File: src/rtl/vga_timing_gen_pkg.sv
// Shared definitions for the VGA timing generator: default 640x480@60 geometry,
// per-axis phase encoding and sync polarity constants.
package vga_timing_gen_pkg;

  localparam int unsigned CountW = 10;

  localparam int unsigned DefHActive = 640;
  localparam int unsigned DefHFp     = 16;
  localparam int unsigned DefHSync   = 96;
  localparam int unsigned DefHBp     = 48;
  localparam int unsigned DefVActive = 480;
  localparam int unsigned DefVFp     = 10;
  localparam int unsigned DefVSync   = 2;
  localparam int unsigned DefVBp     = 33;
  localparam int unsigned DefDataW   = 24;

  localparam bit SyncActiveLow  = 1'b0;
  localparam bit SyncActiveHigh = 1'b1;

  typedef enum logic [1:0] {
    PhActive = 2'd0,
    PhFp     = 2'd1,
    PhSync   = 2'd2,
    PhBp     = 2'd3
  } phase_e;

  function automatic phase_e next_phase(input phase_e ph);
    phase_e nxt;
    case (ph)
      PhActive: nxt = PhFp;
      PhFp:     nxt = PhSync;
      PhSync:   nxt = PhBp;
      default:  nxt = PhActive;
    endcase
    return nxt;
  endfunction

endpackage

File: src/rtl/vga_timing_gen_if.sv
// Pixel stream handshake between the upstream pipeline (master) and the
// timing generator (slave); the slave pulls one pixel per active position.
interface vga_timing_gen_if
  import vga_timing_gen_pkg::*;
#(
  parameter int unsigned DATA_W = DefDataW
) ();

  logic [DATA_W-1:0] pix_data;
  logic              pix_valid;
  logic              pix_ready;

  modport master (
    output pix_data,
    output pix_valid,
    input  pix_ready
  );

  modport slave (
    input  pix_data,
    input  pix_valid,
    output pix_ready
  );

endinterface

File: src/rtl/vga_timing_gen_sync_axis_fsm.sv
// One display axis: ACTIVE/FP/SYNC/BP phase FSM with a per-phase counter.
// wrap_o fires on the step that leaves the last back-porch count.
module vga_timing_gen_sync_axis_fsm
  import vga_timing_gen_pkg::*;
#(
  parameter int unsigned ActiveLen = DefHActive,
  parameter int unsigned FpLen     = DefHFp,
  parameter int unsigned SyncLen   = DefHSync,
  parameter int unsigned BpLen     = DefHBp
) (
  input  logic              clk_i,
  input  logic              rst_ni,
  input  logic              step_i,
  output logic              wrap_o,
  output phase_e            state_o,
  output logic [CountW-1:0] count_o
);

  localparam logic [CountW-1:0] ActiveLast = CountW'(ActiveLen - 1);
  localparam logic [CountW-1:0] FpLast     = CountW'(FpLen - 1);
  localparam logic [CountW-1:0] SyncLast   = CountW'(SyncLen - 1);
  localparam logic [CountW-1:0] BpLast     = CountW'(BpLen - 1);

  phase_e            state_q, state_d;
  logic [CountW-1:0] count_q, count_d;
  logic [CountW-1:0] last_count;
  logic              at_last;

  always_comb begin
    last_count = BpLast;
    unique case (state_q)
      PhActive: last_count = ActiveLast;
      PhFp:     last_count = FpLast;
      PhSync:   last_count = SyncLast;
      PhBp:     last_count = BpLast;
      default:  last_count = BpLast;
    endcase
  end

  assign at_last = (count_q == last_count);

  always_comb begin
    state_d = state_q;
    count_d = count_q;
    wrap_o  = 1'b0;
    if (step_i) begin
      if (at_last) begin
        state_d = next_phase(state_q);
        count_d = '0;
        wrap_o  = (state_q == PhBp);
      end else begin
        count_d = count_q + 1'b1;
      end
    end
  end

  always_ff @(posedge clk_i or negedge rst_ni) begin
    if (!rst_ni) begin
      state_q <= PhActive;
      count_q <= '0;
    end else begin
      state_q <= state_d;
      count_q <= count_d;
    end
  end

  assign state_o = state_q;
  assign count_o = count_q;

endmodule

File: src/rtl/vga_timing_gen.sv
// VGA display timing and pixel output stage: H/V phase FSMs advanced by pix_en,
// pixel pull on active positions, registered sync/blank/position outputs.
module vga_timing_gen
  import vga_timing_gen_pkg::*;
#(
  parameter int unsigned H_ACTIVE = DefHActive,
  parameter int unsigned H_FP     = DefHFp,
  parameter int unsigned H_SYNC   = DefHSync,
  parameter int unsigned H_BP     = DefHBp,
  parameter int unsigned V_ACTIVE = DefVActive,
  parameter int unsigned V_FP     = DefVFp,
  parameter int unsigned V_SYNC   = DefVSync,
  parameter int unsigned V_BP     = DefVBp,
  parameter bit          SYNC_POL = SyncActiveLow,
  parameter int unsigned DATA_W   = DefDataW
) (
  input  logic                clk,
  input  logic                reset_n,
  input  logic                pix_en,
  vga_timing_gen_if.slave     pix_if,
  input  logic                clr_underflow,
  output logic                hsync,
  output logic                vsync,
  output logic                active,
  output logic [DATA_W-1:0]   rgb,
  output logic [CountW-1:0]   x,
  output logic [CountW-1:0]   y,
  output logic                frame_start,
  output logic                underflow
);

  phase_e            h_state, v_state;
  logic [CountW-1:0] h_count, v_count;
  logic              h_wrap;
  logic              v_wrap_unused;
  logic              in_active;
  logic              pix_ready;

  vga_timing_gen_sync_axis_fsm #(
    .ActiveLen (H_ACTIVE),
    .FpLen     (H_FP),
    .SyncLen   (H_SYNC),
    .BpLen     (H_BP)
  ) u_h_axis (
    .clk_i   (clk),
    .rst_ni  (reset_n),
    .step_i  (pix_en),
    .wrap_o  (h_wrap),
    .state_o (h_state),
    .count_o (h_count)
  );

  // The vertical axis advances one line each time the horizontal axis wraps.
  vga_timing_gen_sync_axis_fsm #(
    .ActiveLen (V_ACTIVE),
    .FpLen     (V_FP),
    .SyncLen   (V_SYNC),
    .BpLen     (V_BP)
  ) u_v_axis (
    .clk_i   (clk),
    .rst_ni  (reset_n),
    .step_i  (h_wrap),
    .wrap_o  (v_wrap_unused),
    .state_o (v_state),
    .count_o (v_count)
  );

  assign in_active        = (h_state == PhActive) && (v_state == PhActive);
  assign pix_ready        = pix_en && in_active;
  assign pix_if.pix_ready = pix_ready;

  logic              hsync_q, hsync_d;
  logic              vsync_q, vsync_d;
  logic              active_q, active_d;
  logic [DATA_W-1:0] rgb_q, rgb_d;
  logic [CountW-1:0] x_q, x_d;
  logic [CountW-1:0] y_q, y_d;
  logic              frame_start_q, frame_start_d;
  logic              underflow_q, underflow_d;

  // Registered outputs describe the position consumed on this edge and hold
  // between enables; frame_start and underflow are evaluated every clock.
  always_comb begin
    hsync_d       = hsync_q;
    vsync_d       = vsync_q;
    active_d      = active_q;
    rgb_d         = rgb_q;
    x_d           = x_q;
    y_d           = y_q;
    frame_start_d = 1'b0;
    underflow_d   = underflow_q;
    if (pix_en) begin
      hsync_d       = (h_state == PhSync) ? SYNC_POL : ~SYNC_POL;
      vsync_d       = (v_state == PhSync) ? SYNC_POL : ~SYNC_POL;
      active_d      = in_active;
      x_d           = in_active ? h_count : '0;
      y_d           = in_active ? v_count : '0;
      rgb_d         = (in_active && pix_if.pix_valid) ? pix_if.pix_data : '0;
      frame_start_d = in_active && (h_count == '0) && (v_count == '0);
    end
    if (pix_ready && !pix_if.pix_valid) begin
      underflow_d = 1'b1;
    end else if (clr_underflow) begin
      underflow_d = 1'b0;
    end
  end

  always_ff @(posedge clk or negedge reset_n) begin
    if (!reset_n) begin
      hsync_q       <= ~SYNC_POL;
      vsync_q       <= ~SYNC_POL;
      active_q      <= 1'b0;
      rgb_q         <= '0;
      x_q           <= '0;
      y_q           <= '0;
      frame_start_q <= 1'b0;
      underflow_q   <= 1'b0;
    end else begin
      hsync_q       <= hsync_d;
      vsync_q       <= vsync_d;
      active_q      <= active_d;
      rgb_q         <= rgb_d;
      x_q           <= x_d;
      y_q           <= y_d;
      frame_start_q <= frame_start_d;
      underflow_q   <= underflow_d;
    end
  end

  assign hsync       = hsync_q;
  assign vsync       = vsync_q;
  assign active      = active_q;
  assign rgb         = rgb_q;
  assign x           = x_q;
  assign y           = y_q;
  assign frame_start = frame_start_q;
  assign underflow   = underflow_q;

endmodule

File: src/flat_wrapper.sv
// flat-port wrapper written by rule: the top's interface ports become plain ports
module vga_timing_gen_flat import vga_timing_gen_pkg::*;
#(
  parameter int unsigned H_ACTIVE = DefHActive,
  parameter int unsigned H_FP     = DefHFp,
  parameter int unsigned H_SYNC   = DefHSync,
  parameter int unsigned H_BP     = DefHBp,
  parameter int unsigned V_ACTIVE = DefVActive,
  parameter int unsigned V_FP     = DefVFp,
  parameter int unsigned V_SYNC   = DefVSync,
  parameter int unsigned V_BP     = DefVBp,
  parameter bit          SYNC_POL = SyncActiveLow,
  parameter int unsigned DATA_W   = DefDataW
)
  (clk, reset_n, pix_en, clr_underflow, hsync, vsync, active, rgb, x, y, frame_start, underflow, pix_if_pix_data, pix_if_pix_valid, pix_if_pix_ready);
  vga_timing_gen_if #(.DATA_W(DATA_W)) pix_if_i ();
  input  logic clk;
  input  logic reset_n;
  input  logic pix_en;
  input  logic clr_underflow;
  output logic hsync;
  output logic vsync;
  output logic active;
  output logic [DATA_W-1:0] rgb;
  output logic [CountW-1:0] x;
  output logic [CountW-1:0] y;
  output logic frame_start;
  output logic underflow;
  input wire logic [$bits(pix_if_i.pix_data)-1:0] pix_if_pix_data;
  input wire logic [$bits(pix_if_i.pix_valid)-1:0] pix_if_pix_valid;
  output wire logic [$bits(pix_if_i.pix_ready)-1:0] pix_if_pix_ready;
  assign pix_if_i.pix_data = pix_if_pix_data;
  assign pix_if_i.pix_valid = pix_if_pix_valid;
  assign pix_if_pix_ready = pix_if_i.pix_ready;
  vga_timing_gen #(.H_ACTIVE(H_ACTIVE), .H_FP(H_FP), .H_SYNC(H_SYNC), .H_BP(H_BP), .V_ACTIVE(V_ACTIVE), .V_FP(V_FP), .V_SYNC(V_SYNC), .V_BP(V_BP), .SYNC_POL(SYNC_POL), .DATA_W(DATA_W)) u_core (.clk(clk), .reset_n(reset_n), .pix_en(pix_en), .pix_if(pix_if_i), .clr_underflow(clr_underflow), .hsync(hsync), .vsync(vsync), .active(active), .rgb(rgb), .x(x), .y(y), .frame_start(frame_start), .underflow(underflow));
endmodule
File: config.mk
export PLATFORM = sky130hd
export DESIGN_NAME = vga_timing_gen_flat
export DESIGN_NICKNAME = d
export VERILOG_FILES = /design/src/rtl/vga_timing_gen_pkg.sv /design/src/rtl/vga_timing_gen_if.sv /design/src/rtl/vga_timing_gen_sync_axis_fsm.sv /design/src/rtl/vga_timing_gen.sv /design/src/flat_wrapper.sv
export SDC_FILE = /design/constraint.sdc
export NUM_CORES = 1
export LEC_CHECK = 0
export ABC_AREA = 1
export BUFFER_PORTS_ARGS = -buffer_cell sky130_fd_sc_hd__buf_2
export CORE_ASPECT_RATIO = 2
export CORE_UTILIZATION = 40
export DETAILED_ROUTE_END_ITERATION = 10
export SETUP_SLACK_MARGIN = 0.5
export SLEW_MARGIN = 20
export SYNTH_ARGS = -nofsm -noshare
export SYNTH_HDL_FRONTEND = slang
export SYNTH_SLANG_ARGS = --single-unit
File: constraint.sdc
create_clock -name clk -period 3.25 [get_ports clk]
set_input_delay 0.1625 -clock clk [delete_from_list [all_inputs] [get_ports clk]]
set_output_delay 0.1625 -clock clk [all_outputs]
set_load 0.01 [all_outputs]
==> results of run 1 <==
## final cells by class
class | count | area, um2
flip-flops and latches | 73 | 1830
fillers | 835 | 4330
clock buffers | 12 | 256
clock inverters | 4 | 51.3
repair buffers | 81 | 415
multi-input cells | 241 | 1490
well taps | 100 | 125
inverters | 38 | 145
## routing by layer
metal / vias up / share of wire [%] / GRT usage [%]
met5: - / 0 / 0
met4: 0 / 2.7 / 9.72
met3: 16 / 4.5 / 4.46
met2: 84 / 52 / 33.0
met1: 1408 / 41 / 21.7
li1: 1385 / - / -
## timing repair
item,in CTS,in global routing
hold endpoints to repair,35,0
endpoints found under the setup margin,0,0
hold buffers,1,0
## power by group through the flow
stage | Clock, mW | Sequential [mW] | Combinational [mW]
final | 1.01 | 1.11 | 0.390
after global routing | 1.07 | 1.12 | 0.438
after CTS | 1.04 | 1.11 | 0.397
after detailed placement | 0 | 1.12 | 0.393
after global placement | 0 | 1.12 | 0.382
after floorplan | 0 | 1.12 | 0.232
## synth_stat cells (2+ instances only)
master and number:
nor3_2 2, o21ai_0 19, a21oi_1 2, nand4_1 5, nor2_4 4, nand2_1 76, clkbuf_1 6, ha_1 13
inv_1 30, nand3_1 28, buf_4 2, dfstp_2 2, o21ai_1 9, inv_2 7, xnor2_1 6, buf_2 9
dfrtp_1 71, nand2_2 2, nor3_1 4, nor2_1 23, xor2_1 10, a32o_1 24, a22o_1 4
## metrics by stage
stage | std cells | util [%] | hold slack, ns | power [mW] | area (um2)
CTS | 549 | 49.9 | 0.00669 | 2.54 | 4320
global route | 549 | 49.9 | 0.0132 | 2.62 | 4320
global placement | 532 | 46.2 | 0.307 | 1.50 | 4000
detailed placement | 532 | 46.2 | 0.320 | 1.51 | 4000
finish | 549 | 49.9 | 0.0167 | 2.51 | 4320
floorplan | 370 | - | -0.133 | 1.35 | 3550
## worst max-delay path, cell delays in order (launching register included)
cell     delay (ns)
dfrtp_1        0.39
inv_1          0.14
ha_1           0.19
nand2_1        0.09
nor2_4         0.57
buf_2          0.26
## logic make-up after synthesis
family                   share of synthesized area [%]
AO/OA/AOI/OAI                                     12.1
flip-flops                                        51.5
buffers and inverters                             6.51
AND/OR/NAND/NOR                                   21.3
adder cells (fa/ha/maj)                           4.58
XOR/XNOR                                          3.94
## worst max path at each step
stage / cells after the start / slack [ns] / from / end
3_3_place_gp: 6 / 1.27 / u_core.u_h_axis.state_o[0] / u_core.y[4]
4_1_cts: 5 / 1.09 / u_core.u_h_axis.state_o[0] / pix_if_pix_ready
2_1_floorplan: 10 / 1.61 / u_core.u_h_axis.state_o[0] / u_core.u_v_axis.count_o[3]
6_report: 5 / 1.09 / u_core.u_h_axis.state_o[0] / pix_if_pix_ready
3_5_place_dp: 6 / 1.23 / u_core.u_h_axis.state_o[0] / u_core.y[1]
5_1_grt: 5 / 0.97 / u_core.u_h_axis.state_o[0] / pix_if_pix_ready
## state kept, by name, summed over array words and instances (netlist names)
| register | flops |
|---|---|
| u_core.frame_start | 1 |
| u_core.underflow | 1 |
| u_core.hsync | 1 |
| u_core.u_h_axis.count_o | 10 |
| u_core.vsync | 1 |
| u_core.u_h_axis.state_o | 2 |
| u_core.u_v_axis.state_o | 2 |
| u_core.u_v_axis.count_o | 10 |
| u_core.x | 10 |
| u_core.rgb | 24 |
| u_core.y | 10 |
| u_core.active | 1 |
==> metrics.txt, run 1 <==
status=finished, final reports clean; sequential-to-total area share from yosys stat=51.5%; P_leak=about 2.2 nW; DRC viols=0; Post-synth EDFFs=0; Die Ht=~140 um; Port Buf Inserts=78; Power Density=582 nW/um2; Avg Vias per Cell=about 5.3; layout cells sized above 1=26.9%; Worst-Margin Slew=approximately 0.85 ns; WHS Path Cells=2; final setup violation count=0; Flop pwr share=44.0%; crit start category=flop; Total Routing Usage GR=19.4%; P_int=1.79 mW; DR WL/cell=~15 um; Final Skew=0.00698 ns; reg2reg start=u_core.u_h_axis.state_o[0]; Worst slew margin=a little over two fifths; Clock power frac=40.4%; syn_nets=412; Fin. Hold Viols=0; Required @ worst endpoint=3.09 ns; first-pass GRT wire length=13,200 um; worst reg-to-reg setup slack=about 1.2 ns; worst-path fanout max=31; H-tree Lvls=3; post-synth top area cell=dfrtp_1; DRT antenna net count=0; TritonCTS clock tree=built; Ys Warns=0; Switching Share=between 20% and 30%; Nets=486; CTS buffer count=9; Root Driver=clkbuf_16; Setup TNS=0 ns; CP endpoint kind=output pin; crit path DAT=around 2 ns; max capacitance violation total=0; DR vias=2,893; Yosys reg bits=73; synth top area cells=dfrtp_1 50%, nand2_1 8.0%, a32o_1 6.8%; RSZ-0062 raised after global routing=no; path depth of the worst reg2reg path=6; period utilization=66.5%; Reg clk slew, reported paths=around 0.06 ns; commonest non-fill, non-tap cell in the layout=buf_2; Initial Util=41.1%; RePlAce Congestion=~0.92; commonest non-fill, non-tap cells in the layout=78 x buf_2, 76 x nand2_1, 71 x dfrtp_1; worst vdd ir=279 uV; pre-CTS WS=between 1 and 1.5 ns; Synth cell types=35; Setup Crit Path Kind=flop to output pin; DRT Wirelength=8460 um; Post-synth top flop=dfrtp_1; ys async rst share=between 90% and 100%; R2R Path End=u_core.y[4]; Fmax achieved=between 400 and 500 MHz; Sink Count=between 70 and 80; Slew Viols, Final=0; syn_area_per_cell=9.60 um2; clock buffer depth=2; Die ar.=9290 um2; clock latency on the worst-skew pair=0.33 ns; combinational power share=15.6%; Core Area=~8600 um2; DRT Pass-1 Iters=4; Post-Syn Instances=370; Setup WS post-layout=1.09 ns; io pins=a little under 80; grt ovf=0; Core Rows=48; ant diodes=0; Iteration-0 DRC Markers=117; vias in the first global route=roughly 2,700; worst hold start=clr_underflow; initial antenna violation count=0; minimum clock period=2.16 ns; NetSw=just over 700 uW; Die X=68.6 um; hold endpoint=u_core.underflow; post-cts resize count=0; Yosys top cell area share=50.0%; Post-CTS Setup Bufs=0; Hold WC Path Type=input port to flop; Synth Cell Area=3550 um2; largest net degree at the start of global routing=56; DP HPWL=6070 um; Syn-to-layout area delta=21.4%
Note: power is estimated with default switching activity, not from simulation.
==> run 2: changes to the inputs <==
==> constraint.sdc (replaced) <==
create_clock -name clk -period 2.14 [get_ports clk]
set_input_delay 0.107 -clock clk [delete_from_list [all_inputs] [get_ports clk]]
set_output_delay 0.107 -clock clk [all_outputs]
set_load 0.01 [all_outputs]
==> metrics.txt, run 2 (synthesis gave the netlist of run 1 again) <==
CP startpoint=u_core.u_h_axis.state_o[0]; Worst-Margin Slew=0.651 ns (-0.195 ns); CP Buf/Inv Count=3 (+1); ant diodes=0 (unchanged); final setup violation count=0 (unchanged); io pins=79 (unchanged); P_leak=2.32 nW (+5.9%); Setup TNS=0 ns (unchanged); Reg clk slew, reported paths=0.06 ns (about the same); crit path capture=u_core.u_v_axis.count_o[4]; Fin. Hold Viols=0 (unchanged); Setup Crit Path Kind=flop to flop; Nets=506 (+4.1%); status=finished, final reports clean; max capacitance violation total=0 (unchanged); Global Route met3 Usage=5.64% (+1.2 points); met1 usage=21.7% (-0.040 points); Power Density=826 nW/um2 (+42%); Iteration-0 DRC Markers=165 (+41%); DRT Pass-1 Iters=4 (unchanged); Core Area=8650 um2 (unchanged); R2R Path End=u_core.u_v_axis.count_o[4]; H-tree Lvls=3 (unchanged); worst reg-to-reg setup slack=0.46 ns (-0.75 ns); Final Instance Area=4630 um2 (+7.4%); max reg flops=24 (unchanged); Root Driver=clkbuf_16; crit start category=flop; Fmax achieved=roughly 600 MHz; minimum clock period=~1.7 ns; DRC viols=0 (unchanged); RePlAce Congestion=0.803 (-13%); Die X=68.6 um (unchanged); first-pass GRT wire length=13,600 um (+3.6%); Core Rows=48 (unchanged); CTS buffer count=9 (unchanged); Placed Area=4020 um2 (+0.50%); CP max-delay cell=dfrtp_1; commonest non-fill, non-tap cell in the layout=buf_2; WP depth=11 (+6); DR WL/cell=15.1 um (-1.8%); Sink Count=73 (unchanged); Avg Vias per Cell=5.13 (-2.6%); clock buffer depth=2 (unchanged); crit-path cells=inv_2 > ha_4 > nand2_2 > nand2_2 > nor2_4 > nand3_4 > nor3_4 > buf_12 > inv_8 > nand2_1 > nand2_1; commonest non-fill, non-tap cells in the layout=78 x buf_2, 71 x dfrtp_1, 65 x nand2_1; Initial Util=41.1% (unchanged); RSZ-0062 raised after global routing=yes; DP HPWL=5880 um (-3.2%); CP endpoint kind=flop; Syn-to-layout area delta=30.4%; TritonCTS clock tree=built; GRT Max-Usage Layer=met2; Worst slew margin=56.6% (+13 points); grt ovf=0 (unchanged); CP peak stage delay=0.39 ns (-0.18 ns); critical path's top delay family=simple AND/OR/NAND/NOR gates; Final Skew=0.00630 ns (-0.000680 ns); initial antenna violation count=0 (unchanged); largest net degree at the start of global routing=74 (+32%); DRT antenna net count=0 (unchanged); Required @ worst endpoint=2.37 ns (-0.72 ns); Die ar.=9290 um2 (unchanged); path depth of the worst reg2reg path=11 (+5); Die Ht=135 um (unchanged); worst vdd ir=415 uV (+49%); met2 usage=34.2% (+1.3 points); DR vias=2,919 (+0.90%); filler instances=809 (-3.1%); layout cells sized above 1=36.7% (+9.7 points); Tot Pwr=3.83 mW (+53%); Hold WC Path Type=input port to flop; worst-path fanout max=7 (-77%); crit path DAT=1.91 ns (-0.09 ns); DRT Wirelength=8610 um (+1.7%); vias in the first global route=2,889 (+8.1%); Port Buf Inserts=78 (unchanged); Total Routing Usage GR=20.2% (+0.86 points); clock latency on the worst-skew pair=0.33 ns (about the same); Slew Viols, Final=0 (unchanged); reg2reg start=u_core.u_h_axis.state_o[0]; period utilization=78.6%
-- run 2: cell types whose count changed in the layout (fill, tap and decap cells not counted), sizes merged --
| cell | before | now |
|---|---|---|
| buf | 80 | 99 |
| inv | 38 | 40 |
| dlygate4sd3 | 1 | 2 |
| clkbuf | 12 | 10 |
-- run 2: area by class of cell --
cell class              count  area, um2  area share [%]
multi-input cells         241       1620            34.9
inverters                  38        160            3.46
clock buffers              10        239            5.16
repair buffers            101        601            13.0
flip-flops and latches     73       1830            39.5
well taps                 100        125            2.70
clock inverters             6       65.1            1.40
-- run 2: repair_timing --
item,CTS,global route
endpoints found under the setup margin,15,30
endpoints found under the hold margin,72,0
hold buffers,2,0
buffers inserted,13,5
pin swaps,13,13
gates resized for setup,24,26
-- run 2: worst register-to-register path: stages (launching register included) --
cell and delay (ns):
dfrtp_1 0.39, inv_2 0.10, ha_4 0.22, nand2_2 0.07, nand2_2 0.06, nor2_4 0.14
nand3_4 0.12, nor3_4 0.17, buf_12 0.16, inv_8 0.04, nand2_1 0.05, nand2_1 0.05
-- run 2: power by group --
part	internal (mW)	total [mW]	switching [mW]
combinational	0.237	0.624	0.387
clock	0.938	1.53	0.588
sequential	1.53	1.68	0.145
-- run 2: layer usage --
metal,up-vias,wire (um)
li1,1428,-
met1,1387,3380
met2,80,4520
met3,24,408
met4,0,296
met5,-,0
-- run 2: worst min-delay path by stage --
| stage | start | to | slack (ns) | cells after the start |
|---|---|---|---|---|
| 3_3_place_gp | reset_n | u_core.rgb[0] | 0.17 | 2 |
| 4_1_cts | pix_if_pix_data[15] | u_core.rgb[15] | 0.02 | 2 |
| 6_report | pix_if_pix_data[6] | u_core.rgb[6] | 0.03 | 2 |
| 3_5_place_dp | reset_n | u_core.rgb[17] | 0.17 | 2 |
| 2_1_floorplan | reset_n | u_core.active | -0.19 | 0 |
| 5_1_grt | pix_if_pix_data[4] | u_core.rgb[4] | 0.02 | 2 |
-- run 2: through the flow --
stage | hold WS, ns | setup WS (ns) | utilization [%] | cells
after global routing | 0.0225 | 0.339 | 53.6 | 569
after floorplan | -0.189 | 0.499 | - | 370
after CTS | 0.0210 | 0.408 | 52.2 | 564
final | 0.0308 | 0.457 | 53.6 | 569
after detailed placement | 0.172 | 0.135 | 46.5 | 533
after global placement | 0.167 | 0.254 | 46.5 | 533
==> run 3: changes to the inputs <==
==> constraint.sdc (replaced) <==
create_clock -name clk -period 1.5 [get_ports clk]
set_input_delay 0.075 -clock clk [delete_from_list [all_inputs] [get_ports clk]]
set_output_delay 0.075 -clock clk [all_outputs]
set_load 0.01 [all_outputs]
==> metrics.txt, run 3 (synthesis gave the netlist of run 1 again) <==
status=finished with violations; failing checks=setup timing; DRT antenna net count=0 (unchanged); largest net degree at the start of global routing=46 (-38%); H-tree Lvls=3 (unchanged); Core Rows=48 (unchanged); DP HPWL=6890 um (+17%); WHS Path Cells=2 (unchanged); DR WL/cell=16.5 um (+8.8%); crit start category=flop; CP endpoint kind=flop; final setup violation count=50 (+50); Worst-Margin Slew=0.469 ns (-0.183 ns); DRT Pass-1 Iters=4 (unchanged); Nets=550 (+8.7%); layout cells sized above 1=44.4% (+7.8 points); Worst slew margin=68.8% (+12 points); worst vdd ir=564 uV (+36%); Sink Count=73 (unchanged); Placed Area=4410 um2 (+9.8%); Reg clk slew, reported paths=0.06 ns (about the same); CTS buffer count=9 (unchanged); dpl cells=576 (+8.1%); Core Area=8650 um2 (unchanged); RePlAce Congestion=0.898 (+12%); hold endpoint=u_core.rgb[12]; max capacitance violation total=0 (unchanged); DR vias=3,124 (+7.0%); Setup WS post-layout=-0.148 ns (-0.606 ns); Setup Crit Path Kind=flop to flop; Avg Vias per Cell=5.10 (-0.66%); Tot Pwr=6.11 mW (+60%); minimum clock period=1.65 ns (-0.0343 ns); Slew Viols, Final=0 (unchanged); commonest non-fill, non-tap cell in the layout=buf_2; Total Routing Usage GR=23.6% (+3.3 points); Power Density=1160 nW/um2 (+40%); clock buffer depth=2 (unchanged); Fin. Hold Viols=0 (unchanged); Fmax achieved=607 MHz (+2.1%); ant diodes=0 (unchanged); clock latency on the worst-skew pair=0.33 ns (about the same); hold slack=0.00560 ns (-0.0252 ns); Root Driver=clkbuf_16; P_leak=2.64 nW (+14%); pre-CTS WS=-0.150 ns (-0.285 ns); final core occ=61.0% (+7.4 points); crit path DAT=1.86 ns (-0.05 ns); Syn-to-layout area delta=48.5%; TritonCTS clock tree=built; Initial Util=41.1% (unchanged); worst-path fanout max=8 (+1); fin cells=613 (+7.7%); Hold WC Path Type=input port to flop; io pins=79 (unchanged); initial antenna violation count=0 (unchanged); DRC viols=0 (unchanged); reg2reg start=u_core.u_h_axis.state_o[0]; max reg flops=24 (unchanged); R2R Path End=u_core.u_v_axis.count_o[0]; period utilization=110% (+31 points); grt ovf=0 (unchanged); first-pass GRT wire length=15,800 um (+16%); DRT Wirelength=10,100 um (+17%); path depth of the worst reg2reg path=10 (-1); vias in the first global route=3,188 (+10%); Required @ worst endpoint=1.72 ns (-0.65 ns); Die ar.=9290 um2 (unchanged); Port Buf Inserts=78 (unchanged); Die Ht=135 um (unchanged); RSZ-0062 raised after global routing=yes; Final Skew=0.00508 ns (-0.00121 ns); worst reg-to-reg setup slack=-0.15 ns (-0.61 ns); Iteration-0 DRC Markers=257 (+56%); commonest non-fill, non-tap cells in the layout=75 x buf_2, 73 x nand2_1, 71 x dfrtp_1; Setup TNS=-4.20 ns (-4.20 ns); Die X=68.6 um (unchanged); Final Instance Area=5280 um2 (+14%); worst hold start=pix_if_pix_data[12]
run 3: final cells by class:
cell class / instances / area, um2
clock buffers: 10 / 239
clock inverters: 6 / 113
fillers: 745 / 3370
inverters: 38 / 158
multi-input cells: 241 / 1720
flip-flops and latches: 73 / 1830
well taps: 100 / 125
repair buffers: 144 / 1080
repair inverters: 1 / 11.3
run 3: what timing repair did:
item / CTS / global route
endpoints found under the setup margin: 75 / 75
buffers inserted: 6 / 5
endpoints found under the hold margin: 33 / 0
gates cloned: 4 / 0
hold buffers: 6 / 0
pin swaps: 11 / 11
gates resized for setup: 53 / 16
run 3: layer usage:
metal,vias to the layer above,track usage (%),wire length (um)
met5,-,0,0
met4,0,11.0,299
met3,16,3.37,283
met2,79,44.3,5860
met1,1508,23.9,3640
li1,1521,-,-
run 3: how the worst max path moves through the flow:
stage                               start                          to  slack (ns)  depth (start not counted)
2_1_floorplan  u_core.u_h_axis.state_o[0]  u_core.u_v_axis.count_o[3]       -0.08                         10
3_3_place_gp   u_core.u_h_axis.state_o[0]  u_core.u_v_axis.count_o[0]       -0.11                         10
3_5_place_dp   u_core.u_h_axis.state_o[0]  u_core.u_v_axis.state_o[0]       -0.15                         10
4_1_cts        u_core.u_h_axis.state_o[0]  u_core.u_v_axis.count_o[8]       -0.15                         10
5_1_grt        u_core.u_h_axis.state_o[0]  u_core.u_v_axis.count_o[1]       -0.28                         10
6_report       u_core.u_h_axis.state_o[0]  u_core.u_v_axis.count_o[0]       -0.15                         10
run 3: critical path, cell delays in order (launching register included):
cell and delay [ns]:
dfrtp_1 0.39, inv_2 0.09, ha_4 0.21, nand2_2 0.07, nand2_2 0.06, nor2_4 0.16, nand4_4 0.13, nor2_4 0.21
inv_2 0.10, nand2_1 0.07, nand2_1 0.05
run 3: power breakdown:
group / total [mW] / switching (mW) / internal, mW
registers: 2.37 / 0.185 / 2.19
logic: 1.21 / 0.680 / 0.533
clock network: 2.52 / 0.843 / 1.68
total: 6.11 / 1.71 / 4.40
